==> config.mk <==
export PLATFORM = sky130hd
export DESIGN_NAME = pmem_arbiter
export DESIGN_NICKNAME = d
export VERILOG_FILES = /design/src/rtl/pmem_arb_pkg.sv /design/src/rtl/pmem_req_reg.sv /design/src/rtl/pmem_arbiter.sv
export SDC_FILE = /design/constraint.sdc
export NUM_CORES = 1
export LEC_CHECK = 0
export ABC_AREA = 1
export BUFFER_PORTS_ARGS = -buffer_cell sky130_fd_sc_hd__clkbuf_2
export CORE_AREA = 2 2 541 543
export CTS_CLUSTER_DIAMETER = 80
export DETAILED_ROUTE_END_ITERATION = 8
export DIE_AREA = 0 0 543 545
export HOLD_SLACK_MARGIN = 0.15
export SLEW_MARGIN = 20
export SYNTH_ARGS = -nofsm -noshare
export SYNTH_HDL_FRONTEND = slang
export SYNTH_HIERARCHICAL = 1
export SYNTH_SLANG_ARGS = --single-unit
==> constraint.sdc <==
create_clock -name clk -period 2.25 [get_ports clk]
set_input_delay 0.45 -clock clk [delete_from_list [all_inputs] [get_ports clk]]
set_output_delay 0.45 -clock clk [all_outputs]
set_load 0.02 [all_outputs]
==> src/rtl/pmem_arb_pkg.sv <==
// -----------------------------------------------------------------------------
// pmem_arb_pkg
// Shared types and default widths for the physical-memory arbiter slice.
//   arb_state_e : arbiter FSM states
//   arb_id_e    : requester identity (used for last-grant tracking)
//   DEF_ADDR_W  : default byte-address width
//   DEF_LINE_W  : default cache-line / pmem data width
// -----------------------------------------------------------------------------
package pmem_arb_pkg;

    localparam int DEF_ADDR_W = 32;
    localparam int DEF_LINE_W = 256;

    typedef enum logic [1:0] {
        IDLE    = 2'd0,
        SERVE_I = 2'd1,
        SERVE_D = 2'd2
    } arb_state_e;

    typedef enum logic {
        ARB_I = 1'b0,
        ARB_D = 1'b1
    } arb_id_e;

endpackage

==> src/rtl/pmem_req_reg.sv <==
// -----------------------------------------------------------------------------
// pmem_req_reg
// Register bank holding the request presented to pmem. Loaded once per grant
// and then held untouched until the transfer completes, so pmem sees a stable
// request regardless of what the caches do with their inputs meanwhile.
// Ports:
//   clk, rst_n        : clock, asynchronous active-low reset
//   load              : capture nxt_* into the bank
//   clear             : zero the bank (takes precedence over load)
//   nxt_read/write    : strobes to capture
//   nxt_address/wdata : address / write line to capture
//   read, write       : registered strobes to pmem
//   address, wdata    : registered address / write line to pmem
// -----------------------------------------------------------------------------
module pmem_req_reg
    import pmem_arb_pkg::*;
#(
    parameter int ADDR_W = DEF_ADDR_W,
    parameter int LINE_W = DEF_LINE_W
) (
    input  logic              clk,
    input  logic              rst_n,
    input  logic              load,
    input  logic              clear,
    input  logic              nxt_read,
    input  logic              nxt_write,
    input  logic [ADDR_W-1:0] nxt_address,
    input  logic [LINE_W-1:0] nxt_wdata,
    output logic              read,
    output logic              write,
    output logic [ADDR_W-1:0] address,
    output logic [LINE_W-1:0] wdata
);

    always_ff @(posedge clk or negedge rst_n) begin
        if (!rst_n) begin
            read    <= 1'b0;
            write   <= 1'b0;
            address <= '0;
            wdata   <= '0;
        end else if (clear) begin
            read    <= 1'b0;
            write   <= 1'b0;
            address <= '0;
            wdata   <= '0;
        end else if (load) begin
            read    <= nxt_read;
            write   <= nxt_write;
            address <= nxt_address;
            wdata   <= nxt_wdata;
        end
    end

endmodule

==> src/rtl/pmem_arbiter.sv <==
// -----------------------------------------------------------------------------
// pmem_arbiter
// Shares the single pmem line port between the I-cache (read-only) and the
// D-cache (read/write). One requester is granted at a time; its request is
// registered onto pmem and held until pmem_resp, and the response is routed
// back to the granted cache only.
//
// Optional feature: define PMEM_ARB_ROUND_ROBIN_EN to alternate grants when
// both caches request in the same IDLE cycle. Without it, D always wins.
//
// Ports:
//   clk, rst_n                       : clock, asynchronous active-low reset
//   i_read, i_address                : I-cache line read request
//   i_resp, i_rdata                  : I-cache completion pulse and read line
//   d_read, d_write, d_address,
//   d_wdata                          : D-cache line request
//   d_resp, d_rdata                  : D-cache completion pulse and read line
//   pmem_read, pmem_write,
//   pmem_address, pmem_wdata         : registered request to pmem
//   pmem_resp, pmem_rdata            : pmem completion and read line
//
// State table
//   state   | meaning
//   IDLE    | no transfer; pmem strobes low; picks a winner from requests
//   SERVE_I | I-cache read in flight on pmem; waits for pmem_resp
//   SERVE_D | D-cache read or write in flight on pmem; waits for pmem_resp
// -----------------------------------------------------------------------------
module pmem_arbiter
    import pmem_arb_pkg::*;
#(
    parameter int ADDR_W = DEF_ADDR_W,
    parameter int LINE_W = DEF_LINE_W
) (
    input  logic              clk,
    input  logic              rst_n,
    input  logic              i_read,
    input  logic [ADDR_W-1:0] i_address,
    output logic              i_resp,
    output logic [LINE_W-1:0] i_rdata,
    input  logic              d_read,
    input  logic              d_write,
    input  logic [ADDR_W-1:0] d_address,
    input  logic [LINE_W-1:0] d_wdata,
    output logic              d_resp,
    output logic [LINE_W-1:0] d_rdata,
    output logic              pmem_read,
    output logic              pmem_write,
    output logic [ADDR_W-1:0] pmem_address,
    output logic [LINE_W-1:0] pmem_wdata,
    input  logic              pmem_resp,
    input  logic [LINE_W-1:0] pmem_rdata
);

    arb_state_e        state;
    logic              d_req;
    logic              grant_i;
    logic              grant_d;
    logic              load;
    logic              clear;
    logic              nxt_read;
    logic              nxt_write;
    logic [ADDR_W-1:0] nxt_address;
    logic [LINE_W-1:0] nxt_wdata;

`ifdef PMEM_ARB_ROUND_ROBIN_EN
    arb_id_e           last_grant;
`endif

    // Winner select. Only meaningful in IDLE; load is gated by state below.
    always_comb begin
        d_req   = d_read | d_write;
        grant_i = 1'b0;
        grant_d = 1'b0;
`ifdef PMEM_ARB_ROUND_ROBIN_EN
        if (i_read && d_req) begin
            // Contention: hand the port to whoever did not have it last.
            grant_d = (last_grant == ARB_I);
            grant_i = (last_grant == ARB_D);
        end else begin
            grant_d = d_req;
            grant_i = i_read;
        end
`else
        grant_d = d_req;
        grant_i = i_read & ~d_req;
`endif
    end

    // Request capture. A D request with both strobes set is issued as a
    // write only, so pmem never sees read and write together.
    always_comb begin
        load        = (state == IDLE) && (grant_i || grant_d);
        clear       = (state != IDLE) && pmem_resp;
        nxt_write   = grant_d & d_write;
        nxt_read    = grant_i | (grant_d & ~d_write);
        nxt_address = grant_d ? d_address : i_address;
        nxt_wdata   = grant_d ? d_wdata : '0;
    end

    pmem_req_reg #(
        .ADDR_W (ADDR_W),
        .LINE_W (LINE_W)
    ) u_req_reg (
        .clk         (clk),
        .rst_n       (rst_n),
        .load        (load),
        .clear       (clear),
        .nxt_read    (nxt_read),
        .nxt_write   (nxt_write),
        .nxt_address (nxt_address),
        .nxt_wdata   (nxt_wdata),
        .read        (pmem_read),
        .write       (pmem_write),
        .address     (pmem_address),
        .wdata       (pmem_wdata)
    );

    // Returning to IDLE after every completion gives the mandatory
    // one-cycle gap with strobes low between consecutive grants.
    always_ff @(posedge clk or negedge rst_n) begin
        if (!rst_n) begin
            state <= IDLE;
`ifdef PMEM_ARB_ROUND_ROBIN_EN
            last_grant <= ARB_I;
`endif
        end else begin
            case (state)
                IDLE: begin
                    if (grant_d) begin
                        state <= SERVE_D;
`ifdef PMEM_ARB_ROUND_ROBIN_EN
                        last_grant <= ARB_D;
`endif
                    end else if (grant_i) begin
                        state <= SERVE_I;
`ifdef PMEM_ARB_ROUND_ROBIN_EN
                        last_grant <= ARB_I;
`endif
                    end
                end
                SERVE_I: if (pmem_resp) state <= IDLE;
                SERVE_D: if (pmem_resp) state <= IDLE;
                default: state <= IDLE;
            endcase
        end
    end

    // Responses are forwarded combinationally to the granted side only;
    // a pmem_resp seen in IDLE reaches nobody.
    assign i_resp  = (state == SERVE_I) && pmem_resp;
    assign d_resp  = (state == SERVE_D) && pmem_resp;
    assign i_rdata = pmem_rdata;
    assign d_rdata = pmem_rdata;

endmodule
-- Yosys cells after proc, flatten, opt, wreduce, memory -nomap -nowiden
Cells that the tools add are included.
- equality and inequality tests: 4
- multiplexer cells: 14
- bitwise operators: 7
- reduce and logical (&&, ||, !) cells: 10
- operator list (cell ; count):
    two-way mux 256 bit ; 3
    two-way mux 32 bit ; 3
    two-way mux 2 bit ; 3
    logical AND 1 bit ; 4
    two-way mux 1 bit ; 4
    case mux 2 bit (2 select lines) ; 1
    nonzero test 2 bit ; 2
    bitwise AND 1 bit ; 3
    inequality test 3 bit, second input constant ; 1
    == test 2 x 1 -> 1 bit, second input constant ; 1
    == test 2 bit, second input constant ; 1
    logical NOT 2 bit ; 1
    inequality test 2 x 1 -> 1 bit, second input constant ; 1
    inverter 1 bit ; 2
    OR 1 bit ; 2
    AND reduction 2 bit ; 1
    OR reduction 2 bit ; 1
    logical OR 1 bit ; 1
- flip-flop bits (word level): 292
- output and inout port bits: 804
- word-level logic and storage cells: 40

-- Depth between registers and ports, before layout
Gate-level depths: netlist (run 1).
- word-level depth: 7
- gate-level depth with buffers: 9
- mapped depth without buffers: 6

-- By module
Netlist (run 1), hierarchy kept.
- modules (own cells, without submodules) (module ; times used ; cells each ; area each (um^2) ; seq. area each (um^2)):
    pmem_req_reg ; 1 ; 1258 ; 11324.6 ; 7257.0
    pmem_arbiter ; 1 ; 1183 ; 6570.1 ; 50.0

-- Least setup slack after synthesis (run 1)
No wires, ideal clock.
- path kind: register to register
- start: register state[0]
- end: register u_req_reg.wdata[176]
- arrival: 1613 ps
- data required time: 2185 ps
- slack: 572 ps
- stages on the path, launching flop included: 9
- clock period less this slack: 1678 ps
- cell sequence: dfrtp_1 -> inv_1 -> ha_1 -> a21boi_0 -> buf_2 -> buf_2 -> buf_2 -> nand3_1 -> nand2_1
- longest elaborated chain between the ends: 3
- elaborated cells on any way between the ends: 6
- those cells by class: mux: 1; reduce/logical: 5
- RTL lines (element ; line ; source):
    start, declared ; pmem_arbiter.sv:54 ; arb_state_e state;
    start signal, assigned ; pmem_arbiter.sv:122 ; state <= IDLE;
    start signal, assigned ; pmem_arbiter.sv:130 ; state <= SERVE_D;
    start signal, assigned ; pmem_arbiter.sv:135 ; state <= SERVE_I;
    logical NOT 2 bit ; pmem_arbiter.sv:92 ; load = (state == IDLE) && (grant_i || grant_d);
    logical AND 1 bit ; pmem_arbiter.sv:92 ;
    net load ; pmem_arbiter.sv:58 ; logic load;
    nonzero test 2 bit (no line) ; n/a ;
    end signal, assigned ; pmem_req_reg.sv:50 ; wdata <= nxt_wdata;
    end, declared ; pmem_req_reg.sv:32 ; output logic [LINE_W-1:0] wdata
The timed path passes the listed nets, and every way through them passes these cells.
A chain may end at the register's enable or synchronous reset.

-- Worst setup path in the final report (run 1)
- start: register state[1]
- end: output port i_resp
- longest elaborated chain between the ends: 2
- RTL lines (element ; line ; source):
    == test 2 x 1 -> 1 bit ; pmem_arbiter.sv:150 ; assign i_resp = (state == SERVE_I) && pmem_resp;
    logical AND 1 bit ; pmem_arbiter.sv:150 ;
    end, declared ; pmem_arbiter.sv:38 ; output logic i_resp,
No other way between the ends.

==> qor.csv, run 1 <==
stage;metric;value;unit
cts;clk_lat worst skew;660;ps
sta;Final Hold Viols;0;
die;core area;290000;µm²
worst_setup_path;R2R depth;7;
sta;Setup Skew;20.0;ps
die;DIE AREA;296000;µm²
place;DP Wirelength;164000;µm
worst_hold_path;worst hold stages;5;
cts;CTS sink count;292;
sta;Tmin final;2130;ps
power_and_ir_drop;Pwr Density;1220;nW/µm²
global_routing;GRT overflow;0;
worst_hold_path;hold path endpoint;u_req_reg/wdata[44]$_DFFE_PN0P_;
power_and_ir_drop;Static Leak;13.5;nW
drt;DRC violation count after routing;0;
sta;final slew viol count;0;
yosys;Post-Syn Nets;3026;
die;Die H;545;µm
yosys;Synth Cell Area;17900;µm²
worst_setup_path;startpoint class of the critical path;register;
cts;Clock Tree Buf Depth;3;
drt;DR vias;17400;
yosys;number of synthesis warnings;6;
worst_setup_path;crit path max fanout;3;
global_routing;largest net degree at the start of global routing;71;
job;max-capacitance violation count;0;
global_routing;number of global-route vias before repair;16500;
drt;starting DRC count in detailed routing;1496;
worst_setup_path;critical path class;reg2out;
die;Starting Density;6.17;%
die;Ports;1386;
worst_setup_path;Worst R2R End;u_req_reg/wdata[68]$_DFFE_PN0P_;
cts;htree depth;2;
final_layout;Multi-input gate area;5080;µm²
sta;RSZ-0062 raised after global routing;no;
global_routing;initial antenna violation count;65;
worst_setup_path;CP arrival;1680;ps
drt;drt wl/cell;27.0;µm
worst_hold_path;worst hold start;d_wdata[44];
sta;Final Cycle Share;94.6;%
place;I/O Buffers;617;
sta;fmax;470;MHz
power_and_ir_drop;total power;0.0326;W
worst_setup_path;Crit. End Element;output pin;
drt;post-DR vias/cell;2.56;
cts;Worst-path clk slew;60;ps
worst_setup_path;RR Startpoint;state[0]$_DFFE_PN0P_;
yosys;Post-Syn Area per Cell;7.33;µm²
power_and_ir_drop;Max VDD drop;0.677;mV
status;outcome;finished, final reports clean;
sta;Slew @ Worst Pin;606;ps
worst_setup_path;FF-to-FF setup slack;180;ps
final_layout;NumNets Final;3424;
yosys;Yosys reg bits;292;
yosys;post-synthesis sequential area ratio;40.8;%
yosys;Cells after Synth;2441;
final_layout;layout cells sized above 1;26.6;%
final_layout;fillers;33900;
global_routing;global-route wire length before repair;216000;µm
sta;final setup vio count;0;
global_routing;Global Route Usage Sum;11.8;%
sta;Slew HR;59.4;%
final_layout;FF+latch area;7310;µm²
cts;TritonCTS clock tree;built;
final_layout;area grow syn2layout;49.4;%
worst_setup_path;WP data required;1800;ps
cts;TritonCTS buffer count;42;
cts;root buffer cell;clkbuf_16;
drt;Final ANT Viol Nets;0;
place;Placer Congestion;0.941;
die;Die W;543;µm
yosys;distinct cell type count after synthesis;16;
worst_hold_path;Hold WC Path Type;in2reg;
die;row count;198;
sta;Sum Neg Setup Slack;0;ps
drt;First-pass DRT Iterations;6;
drt;final WL;183000;µm
## sequential cells by signal (all words and copies together), names as in the netlist
register,cells
u_req_reg/write,1
u_req_reg/wdata,256
u_req_reg/address,32
u_req_reg/read,1
state,2
## worst max-delay path: stages (launching register included)
cell and delay, ps:
dfrtp_1 390, inv_1 80, ha_1 150, nand2_1 50, inv_1 40, clkbuf_4 280
## worst max path at each step
| stage | slack (ps) | cells after the start | startpoint | to |
|---|---|---|---|---|
| finish | 120 | 5 | state[1]$_DFFE_PN0P_ | i_resp |
| global route | 0.3 | 5 | state[0]$_DFFE_PN0P_ | d_resp |
| CTS | 20 | 10 | d_write | u_req_reg/address[8]$_DFFE_PN0P_ |
| detailed placement | 120 | 7 | d_write | u_req_reg/wdata[220]$_DFFE_PN0P_ |
| global placement | 160 | 7 | d_write | u_req_reg/wdata[217]$_DFFE_PN0P_ |
| floorplan | 570 | 8 | state[0]$_DFFE_PN0P_ | u_req_reg/wdata[176]$_DFFE_PN0P_ |
## through the flow
stage	worst slack, ps	cells	instance area (µm²)	util (%)	hold slack, ps
floorplan	572	2441	17900	-	154
global placement	159	6388	22300	7.67	353
detailed placement	121	6388	22300	7.67	354
CTS	22.5	6766	26700	9.20	157
global route	0.296	6778	26700	9.21	215
finish	122	6789	26700	9.22	205
## area by class of cell
cell class / instances / area share [%]
repair buffers: 998 / 26.4
diodes: 21 / 0.197
well taps: 3900 / 18.2
clock buffers: 58 / 4.53
inverters: 264 / 3.73
multi-input cells: 1241 / 19.0
clock inverters: 15 / 0.519
flip-flops and latches: 292 / 27.3
## synthesized netlist by cell type
library cell	number	area share (%)
nand4_1	1	0.035
nor2_1	258	5.4
a21oi_1	1	0.028
buf_2	64	1.8
inv_2	1	0.021
nor2_4	1	0.063
buf_6	4	0.25
clkbuf_1	39	0.82
buf_4	534	22
nand3_1	292	8.2
dfrtp_1	292	41
nand2_1	684	14
a21boi_0	1	0.042
buf_1	3	0.063
inv_1	263	5.5
ha_1	3	0.21
## report_power, final
group	switching, W	leakage, nW	internal (W)
sequential	0.00154	3.80	0.00763
clock	0.00302	0.653	0.00379
combinational	0.0122	9.03	0.00436
## cell usage in the layout (no fill, tap or decap), types with 2 or more instances in the layout
cell / instances
inv_8: 3
nand3_1: 292
clkbuf_16: 43
nor2_4: 2
inv_1: 262
nand2_1: 684
dfrtp_1: 292
clkbuf_1: 7
dlygate4sd3_1: 305
buf_4: 49
clkinvlp_4: 4
nor2_1: 257
clkbuf_8: 9
diode_2: 21
ha_1: 3
inv_6: 5
clkinv_8: 2
buf_12: 27
clkbuf_2: 614
clkinv_2: 2
## timing repair
item	in CTS	in global routing
pin swaps	0	1
hold buffers	305	0
hold endpoints to repair	569	0
resized for setup	3	0
setup endpoints to repair	2	10
setup buffers	0	2
## kinds of logic after synthesis
family,synth area share (%)
AOI/OAI and AO/OA,0.0699
adders and majority gates,0.210
buffers and inverters,30.9
DFF,40.8
and+or+nand+nor,28.0
## per-layer routing
layer / wire (µm) / GRT usage [%] / vias to the layer above
li1: - / - / 7638
met1: 43200 / 8.18 / 7673
met2: 70500 / 16.1 / 1525
met3: 55300 / 16.2 / 550
met4: 13800 / 7.23 / 14
met5: 366 / 0.731 / -
(Power assumes the default switching activity.)
==> inputs of run 2 (changes only) <==
- RECOVER_POWER: unset -> 100
==> qor.csv, run 2 (synthesis results as in run 1) <==
stage;metric;value;unit
final_layout;Most flops, register;u_req_reg/wdata;
worst_setup_path;CP arrival;2780;ps
worst_setup_path;Crit. End Element;register;
cts;clk_lat worst skew;660;ps
die;DIE AREA;296000;µm²
worst_setup_path;critical path class;in2reg;
drt;starting DRC count in detailed routing;1550;
power_and_ir_drop;Max VDD drop;0.670;mV
sta;Final Hold Viols;0;
drt;Final ANT Viol Nets;0;
cts;htree depth;2;
global_routing;number of global-route vias before repair;16500;
final_layout;most frequent cells in the layout;nand2_1, clkbuf_2, dlygate4sd3_1, nand3_1, dfrtp_1;
global_routing;Global Route Usage Sum;11.8;%
sta;fin worst setup slack;66.4;ps
global_routing;global-route wire length before repair;216000;µm
worst_setup_path;Slowest-stage cell, CP;dlygate4sd3_1;
place;DP Wirelength;164000;µm
die;core area;290000;µm²
sta;Final Cycle Share;97.0;%
worst_setup_path;startpoint class of the critical path;input port;
place;Placer Congestion;0.941;
die;Starting Density;6.17;%
sta;Slew @ Worst Pin;1180;ps
sta;RSZ-0062 raised after global routing;no;
final_layout;top flop regs;u_req_reg/wdata (256), u_req_reg/address (32), state (2);
worst_setup_path;Max stage delay on crit path;530;ps
die;row count;198;
die;Ports;1386;
place;pre-CTS setup slack;121;ps
cts;TritonCTS buffer count;42;
final_layout;layout cells sized above 1;17.9;%
final_layout;Design Area, Final;26300;µm²
cts;root buffer cell;clkbuf_16;
drt;DRC violation count after routing;0;
drt;DR vias;17400;
worst_setup_path;CP cell instances;dlygate4sd3_1, clkbuf_1, nor2_4, buf_4, a21boi_4, buf_12, buf_6, nand3_1, nand2_1;
worst_setup_path;crit path max fanout;40;
drt;post-DR vias/cell;2.56;
sta;Tmin final;2180;ps
sta;Slew HR;21.0;%
sta;final slew viol count;0;
worst_setup_path;WP data required;2850;ps
drt;First-pass DRT Iterations;7;
sta;Sum Neg Setup Slack;0;ps
cts;TritonCTS clock tree;built;
place;placed cell areas;22300;µm²
sta;final setup vio count;0;
final_layout;NumNets Final;3424;
cts;Worst-path clk slew;60;ps
final_layout;commonest non-fill, non-tap cell in the layout;nand2_1;
sta;hold_ws;215;ps
global_routing;initial antenna violation count;65;
worst_setup_path;FF-to-FF setup slack;100;ps
final_layout;area grow syn2layout;46.8;%
power_and_ir_drop;Pwr Density;1210;nW/µm²
job;max-capacitance violation count;0;
die;Die H;545;µm
cts;Clock Tree Buf Depth;3;
global_routing;largest net degree at the start of global routing;71;
power_and_ir_drop;total power;0.0318;W
global_routing;GRT overflow;0;
die;Die W;543;µm
sta;Setup Skew;17.1;ps
place;I/O Buffers;617;
power_and_ir_drop;Static Leak;12.6;nW
drt;drt wl/cell;27.0;µm
worst_hold_path;Hold WC Path Type;in2reg;
final_layout;max FFs per register;256;
status;outcome;finished, final reports clean;
cts;CTS sink count;292;
sta;fmax;458;MHz
drt;final WL;183000;µm
==> run 2: changes by cell type in the layout (fill, tap and decap cells not counted) <==
| cell | delta |
|---|---|
| buf_12 | -10 |
| diode_2 | -2 |
| clkbuf_1 | +250 |
| buf_4 | -15 |
| buf_6 | +5 |
| buf_8 | -1 |
| clkbuf_4 | +2 |
| clkbuf_2 | -233 |
| buf_2 | +1 |
| buf_1 | +1 |
==> run 2: critical path, delay by kind of cell <==
| family | cells | cell delay (ps) |
|---|---|---|
| buffers and inverters | 5 | 1510 |
| AO/OA/AOI/OAI | 1 | 300 |
| AND/OR/NAND/NOR | 3 | 460 |
==> run 2: cell type report <==
class	count	area (µm²)
antenna	19	47.5
clock buffer	58	1210
clock inverter	15	139
fill	34100	264000
inverter	264	998
multi-input combinational	1241	5080
sequential	292	7310
tap	3900	4880
timing repair buffer	998	6600
==> run 2: per-stage QoR <==
step                      std cells  util [%]
final                          6787      9.05
after global routing           6778      9.05
after CTS                      6766      9.20
after detailed placement       6388      7.67
after global placement         6388      7.67
after floorplan                2441         -
==> run 2: path summary, 6_finish.rpt <==
| kind | start | depth (start not counted) | end |
|---|---|---|---|
| setup reg to reg | state[0]$_DFFE_PN0P_ | 8 | u_req_reg/wdata[8]$_DFFE_PN0P_ |
| hold reg to reg | u_req_reg/wdata[198]$_DFFE_PN0P_ | 2 | u_req_reg/wdata[198]$_DFFE_PN0P_ |
| setup / recovery | d_write | 9 | u_req_reg/read$_DFFE_PN0P_ |
| min in group asynchronous | rst_n | 2 | u_req_reg/wdata[123]$_DFFE_PN0P_ |
| hold / removal | d_wdata[122] | 5 | u_req_reg/wdata[122]$_DFFE_PN0P_ |
| max in group asynchronous | rst_n | 3 | u_req_reg/wdata[50]$_DFFE_PN0P_ |
==> run 2: where the power goes <==
part	switching [W]	total, W	internal (W)	leakage (nW)
sequential	0.00152	0.00915	0.00762	3.80
combinational	0.0122	0.0158	0.00361	8.16
clock	0.00301	0.00681	0.00380	0.653
total	0.0167	0.0318	0.0150	12.6
==> run 2: per-layer routing <==
layer	track usage [%]	up-vias	part of all wire (%)
li1	-	7634	-
met1	8.18	7674	24
met2	16.1	1485	38
met3	16.2	566	30
met4	7.23	14	7.6
met5	0.731	-	0.20
==> run 2: repair_timing <==
item / 4_1_cts / 5_1_grt
endpoints found under the hold margin: 569 / 0
endpoints found under the setup margin: 2 / 10
pin swaps: 0 / 1
buffers inserted: 0 / 2
gates resized for setup: 3 / 0
hold buffers: 305 / 0
